===== src/rtl/snitch_icache_pkg.sv =====
// Shared instruction-cache types: event vectors reported by L0/L1 and the
// index map used by the performance-counter unit.
package snitch_icache_pkg;

  localparam int unsigned NumL0Events     = 5;
  localparam int unsigned NumL1Events     = 4;
  localparam int unsigned NumPerfCounters = 9;

  // Field order fixes the packed layout; l0_miss is the MSB.
  typedef struct packed {
    logic l0_miss;
    logic l0_hit;
    logic l0_prefetch;
    logic l0_double_hit;
    logic l0_stall;
  } icache_l0_events_t;

  typedef struct packed {
    logic l1_miss;
    logic l1_hit;
    logic l1_stall;
    logic l1_handler_stall;
  } icache_l1_events_t;

  typedef enum logic [3:0] {
    PerfL0Miss        = 4'd0,
    PerfL0Hit         = 4'd1,
    PerfL0Prefetch    = 4'd2,
    PerfL0DoubleHit   = 4'd3,
    PerfL0Stall       = 4'd4,
    PerfL1Miss        = 4'd5,
    PerfL1Hit         = 4'd6,
    PerfL1Stall       = 4'd7,
    PerfL1HandlerStall = 4'd8
  } icache_perf_idx_e;

  typedef struct packed {
    int unsigned cnt_w;
    bit          saturate;
  } perf_cfg_t;

endpackage


===== src/rtl/snitch_icache_perf_cnt.sv =====
// One performance counter: live accumulator with sticky overflow, plus a
// shadow copy that the read port serves from.
module snitch_icache_perf_cnt #(
  parameter int unsigned CNT_W    = 32,
  parameter int unsigned INC_W    = 2,
  parameter bit          SATURATE = 1'b0
) (
  input  logic             clk_i,
  input  logic             rst_i,
  input  logic [INC_W-1:0] inc_i,
  input  logic             clear_i,
  input  logic             snapshot_i,
  output logic             ovf_o,
  output logic [CNT_W-1:0] shadow_o,
  output logic             shadow_ovf_o
);

  logic [CNT_W-1:0] live_q;
  logic [CNT_W:0]   sum;

  assign sum = {1'b0, live_q} + {{(CNT_W + 1 - INC_W){1'b0}}, inc_i};

  // Clear wins over the in-flight increment; overflow stays set until cleared.
  always_ff @(posedge clk_i or posedge rst_i) begin
    if (rst_i) begin
      live_q <= '0;
      ovf_o  <= 1'b0;
    end else if (clear_i) begin
      live_q <= '0;
      ovf_o  <= 1'b0;
    end else if (sum[CNT_W]) begin
      live_q <= SATURATE ? {CNT_W{1'b1}} : sum[CNT_W-1:0];
      ovf_o  <= 1'b1;
    end else begin
      live_q <= sum[CNT_W-1:0];
    end
  end

  // Snapshot takes pre-edge values, so a simultaneous clear is still captured.
  always_ff @(posedge clk_i or posedge rst_i) begin
    if (rst_i) begin
      shadow_o     <= '0;
      shadow_ovf_o <= 1'b0;
    end else if (snapshot_i) begin
      shadow_o     <= live_q;
      shadow_ovf_o <= ovf_o;
    end
  end

endmodule


===== src/rtl/snitch_icache_perf_counters.sv =====
// Instruction-cache event counters: samples per-port L0 and L1 events,
// accumulates them into nine counters and serves shadow copies over a read port.
module snitch_icache_perf_counters
  import snitch_icache_pkg::*;
#(
  parameter int unsigned NR_FETCH_PORTS = 2,
  parameter int unsigned CNT_W          = 32,
  parameter bit          SATURATE       = 1'b0
) (
  input  logic                                   clk_i,
  input  logic                                   rst_i,
  input  icache_l0_events_t [NR_FETCH_PORTS-1:0] l0_events_i,
  input  icache_l1_events_t                      l1_events_i,
  input  logic                                   enable_i,
  input  logic                                   clear_i,
  input  logic                                   snapshot_i,
  input  logic                                   rd_valid_i,
  input  logic [3:0]                             rd_addr_i,
  output logic                                   rd_valid_o,
  output logic [CNT_W-1:0]                       rd_data_o,
  output logic                                   rd_ovf_o,
  output logic                                   rd_err_o,
  output logic [NumPerfCounters-1:0]             ovf_o
);

  localparam int unsigned INC_W = $clog2(NR_FETCH_PORTS + 1);

  logic [NumPerfCounters-1:0][INC_W-1:0] inc_d;
  logic [NumPerfCounters-1:0][INC_W-1:0] sample_q;
  logic [CNT_W-1:0]                      shadow [NumPerfCounters];
  logic [NumPerfCounters-1:0]            shadow_ovf;

  always_comb begin
    inc_d = '0;
    for (int p = 0; p < int'(NR_FETCH_PORTS); p++) begin
      inc_d[PerfL0Miss]      = inc_d[PerfL0Miss]      + INC_W'(l0_events_i[p].l0_miss);
      inc_d[PerfL0Hit]       = inc_d[PerfL0Hit]       + INC_W'(l0_events_i[p].l0_hit);
      inc_d[PerfL0Prefetch]  = inc_d[PerfL0Prefetch]  + INC_W'(l0_events_i[p].l0_prefetch);
      inc_d[PerfL0DoubleHit] = inc_d[PerfL0DoubleHit] + INC_W'(l0_events_i[p].l0_double_hit);
      inc_d[PerfL0Stall]     = inc_d[PerfL0Stall]     + INC_W'(l0_events_i[p].l0_stall);
    end
    inc_d[PerfL1Miss]         = INC_W'(l1_events_i.l1_miss);
    inc_d[PerfL1Hit]          = INC_W'(l1_events_i.l1_hit);
    inc_d[PerfL1Stall]        = INC_W'(l1_events_i.l1_stall);
    inc_d[PerfL1HandlerStall] = INC_W'(l1_events_i.l1_handler_stall);
  end

  always_ff @(posedge clk_i or posedge rst_i) begin
    if (rst_i) begin
      sample_q <= '0;
    end else if (enable_i && !clear_i) begin
      sample_q <= inc_d;
    end else begin
      sample_q <= '0;
    end
  end

  for (genvar i = 0; i < int'(NumPerfCounters); i++) begin : gen_cnt
    snitch_icache_perf_cnt #(
      .CNT_W   (CNT_W),
      .INC_W   (INC_W),
      .SATURATE(SATURATE)
    ) i_cnt (
      .clk_i       (clk_i),
      .rst_i       (rst_i),
      .inc_i       (sample_q[i]),
      .clear_i     (clear_i),
      .snapshot_i  (snapshot_i),
      .ovf_o       (ovf_o[i]),
      .shadow_o    (shadow[i]),
      .shadow_ovf_o(shadow_ovf[i])
    );
  end

  // Response data holds its last value while no read is outstanding.
  always_ff @(posedge clk_i or posedge rst_i) begin
    if (rst_i) begin
      rd_valid_o <= 1'b0;
      rd_data_o  <= '0;
      rd_ovf_o   <= 1'b0;
      rd_err_o   <= 1'b0;
    end else begin
      rd_valid_o <= rd_valid_i;
      if (rd_valid_i) begin
        if (rd_addr_i < 4'(NumPerfCounters)) begin
          rd_data_o <= shadow[rd_addr_i];
          rd_ovf_o  <= shadow_ovf[rd_addr_i];
          rd_err_o  <= 1'b0;
        end else begin
          rd_data_o <= '0;
          rd_ovf_o  <= 1'b0;
          rd_err_o  <= 1'b1;
        end
      end
    end
  end

endmodule


===== config.mk =====
export PLATFORM = sky130hd
export DESIGN_NAME = snitch_icache_perf_counters
export DESIGN_NICKNAME = d
export VERILOG_FILES = /design/src/rtl/snitch_icache_pkg.sv /design/src/rtl/snitch_icache_perf_cnt.sv /design/src/rtl/snitch_icache_perf_counters.sv
export SDC_FILE = /design/constraint.sdc
export NUM_CORES = 1
export LEC_CHECK = 0
export ABC_CLOCK_PERIOD_IN_PS = 40500
export CORE_ASPECT_RATIO = 1.4
export CORE_UTILIZATION = 25
export CTS_CLUSTER_SIZE = 40
export DETAILED_ROUTE_END_ITERATION = 7
export DONT_BUFFER_PORTS = 1
export PLACE_DENSITY_LB_ADDON = 0.1
export SLEW_MARGIN = 40
export SYNTH_ARGS = -nofsm -noshare
export SYNTH_HDL_FRONTEND = slang
export SYNTH_SLANG_ARGS = --single-unit

===== constraint.sdc =====
create_clock -name clk_i -period 40.5 [get_ports clk_i]
set_clock_uncertainty 0.2 [all_clocks]
set_input_delay 2.025 -clock clk_i [delete_from_list [all_inputs] [get_ports clk_i]]
set_output_delay 2.025 -clock clk_i [all_outputs]
set_load 0.05 [all_outputs]

==> flow_summary.toml <==
[outcome]
status = "finished, final reports clean"

[cells_and_area]
n_antenna_cell = 0
layout-drive-gt1-share_pct = 18.9
final_common_cell = "dfrtp_1"
final_area_um2 = 34200
syn_to_final_growth_pct = 12.8
most-common-layout-cells = "dfrtp_1 (643), mux2_2 (320), nor2_1 (167)"
fin_cells = 4200
final_util_pct = 28.6
num-nets-final = 2609
n_fill_cell = 12400

[clock_tree]
clock_path_buffers = 3
clk-insertion-delay-late_ps = 650
hold_buffers = 0
root_buffer = "clkbuf_16"
cts_num_sinks = 643
numCtsBuffers = 73
post_cts_buffers = 0
path_clk_slew_ps = 60
htreeDepth = 3
cts_tree = "yes"
post_cts_resized = 0

[floorplanning]
core_um2 = 120000
chipHeight_um = 414
fp-row-count = 150
die_area_um2 = 123000
io_pins = 68
initial_core_util_pct = 25.3
die_w_um = 296

[synth]
synth_fp_nets = 2687
syn_area_um2 = 30300
yosys-top-cells-area = "dfrtp_1 (53%), mux2_2 (12%), or4_1 (2.5%), a21oi_1 (2.5%), mux4_2 (2.5%)"
syn_area_per_cell_um2 = 11.5
ys.warnings.count = 0
synth_cell_types = 50
synth-async-reset-ratio_pct = 100
synth_top_area_share_pct = 53.1
yosysSeqAreaShare_pct = 53.1
yosysTopAreaCell = "dfrtp_1"
yosys_register_bits = 643
synthFlopType = "dfrtp_1"
synth_edf_count = 0
synthCells = 2635

[worst_setup_path]
worstSetupPathType = "reg -> out"
r2r_end = "gen_cnt[0].i_cnt.live_q[30]$_DFF_PP0_"
start_kind = "flop"
cp.required_ps = 38270
path_max_fanout = 2
r2r_cells = 6
r2r_slack_ps = 37370
critPathArrivalTime_ps = 1480
crit_path_end_kind = "output pin"
r2r_start = "gen_cnt[0].i_cnt.live_q[0]$_DFF_PP0_"
critPathLaunch = "rd_ovf_o$_DFFE_PP0P_"

[timing]
setup_viol = 0
grt_setup_unrepaired = "no"
fin_hold_ws_ps = 299
min_period_ps = 3700
finalSetupTns_ps = 0
min_period_over_period_pct = 9.14
hold_viol_final = 0
worst_slew_pin_slew_ps = 930
max_freq_ghz = 0.270
setup_ws_ps = 36800
relSlewSlack_pct = 38.0
drv_slew = 0

[placed_design]
place_hpwl_um = 65500
pre_cts_ws_ps = 36450
port_buffers = 0
place_area_um2 = 31800
gp_congestion = 0.794
place_inst = 4077

[route]
drc = 0
ant_nets = 0
drtIter0Drc = 1112
wl_per_cell_um = 22.8
viasPerCell = 4.95
drt-total-wl_um = 95700
vias = 20800
first_pass_iters = 5

[pwr]
worst_ir_drop_vdd_mv = 0.0237
total_power_mw = 1.38
cellPowerDensity_nw_per_um2 = 40.4
leakagePower_nw = 14.5

[global_route]
antenna_found_initial = 4
track_usage_pct = 15.9
grt_max_degree = 324
grt_pass1_vias = 21300
grt_pass1_wl_um = 145000
grt-ovfl-total = 0

[flow_run]
drv_cap = 0

[hold_path]
min_path_type = "reg -> reg"
min_path_cells = 1
min_to = "gen_cnt[3].i_cnt.shadow_ovf_o$_DFFE_PP0P_"
hp-start = "gen_cnt[3].i_cnt.shadow_ovf_o$_DFFE_PP0P_"
sequential cells by signal (all words and copies together) (netlist names):
signal and flops:
gen_cnt.i_cnt.shadow_ovf_o 9, rd_data_o 32, rd_valid_o 1, gen_cnt.i_cnt.shadow_o 288, sample_q 14, rd_err_o 1, gen_cnt.i_cnt.ovf_o 9, gen_cnt.i_cnt.live_q 288
rd_ovf_o 1
layout make-up:
type	instances	area [um2]	share of cell area, %
clock buffer	110	2170	6.35
timing repair buffer	21	199	0.582
tap	1596	2000	5.84
sequential	643	16100	47.1
inverter	35	144	0.421
multi-input combinational	1783	13400	39.2
clock inverter	12	200	0.586
how the worst max path moves through the flow:
stage	to	slack, ps	depth (start not counted)
after global routing	ovf_o[4]	36760	0
after CTS	rd_ovf_o	36720	0
final	rd_ovf_o	36800	0
after floorplan	gen_cnt[0].i_cnt.live_q[0]$_DFF_PP0_	20260	1
after detailed placement	gen_cnt[8].i_cnt.live_q[17]$_DFF_PP0_	36450	3
after global placement	gen_cnt[7].i_cnt.live_q[24]$_DFF_PP0_	35710	3
cell families after synthesis:
| group | after synthesis | share of synthesized area [%] |
|---|---|---|
| xor gates and xnor gates | 104 | 3.01 |
| DFF | 643 | 53.1 |
| muxes | 420 | 16.6 |
| adders and majority gates | 28 | 1.28 |
| and+or+nand+nor | 831 | 15.3 |
| AOI/OAI and AO/OA | 400 | 7.99 |
| buffers and inverters | 209 | 2.81 |
cells in the mapped netlist, types with 35 or more instances:
library cell / number
dfrtp_1: 643
clkbuf_1: 146
o31ai_1: 86
nand4_1: 83
nor2_1: 167
xor2_1: 63
and4_1: 35
or3_1: 56
o21ai_0: 87
inv_1: 35
nand3_1: 87
nand2_1: 128
nor2b_1: 41
a21oi_1: 150
xnor2_1: 41
and3_1: 39
mux2_2: 320
mux2i_1: 67
or4_1: 102
metal layers:
| layer | up-vias | GRT usage [%] | part of all wire (%) |
|---|---|---|---|
| met5 | - | 0 | 0.014 |
| met4 | 2 | 5.29 | 2.8 |
| met3 | 107 | 3.08 | 4.2 |
| met2 | 341 | 28.0 | 51 |
| met1 | 10800 | 19.2 | 42 |
| li1 | 9596 | - | - |
power by group:
part	switching, mW	internal, mW
sequential	0.0204	0.648
clock	0.278	0.400
combinational	0.0222	0.0145
No activity file was read; power rests on OpenSTA's default activity.
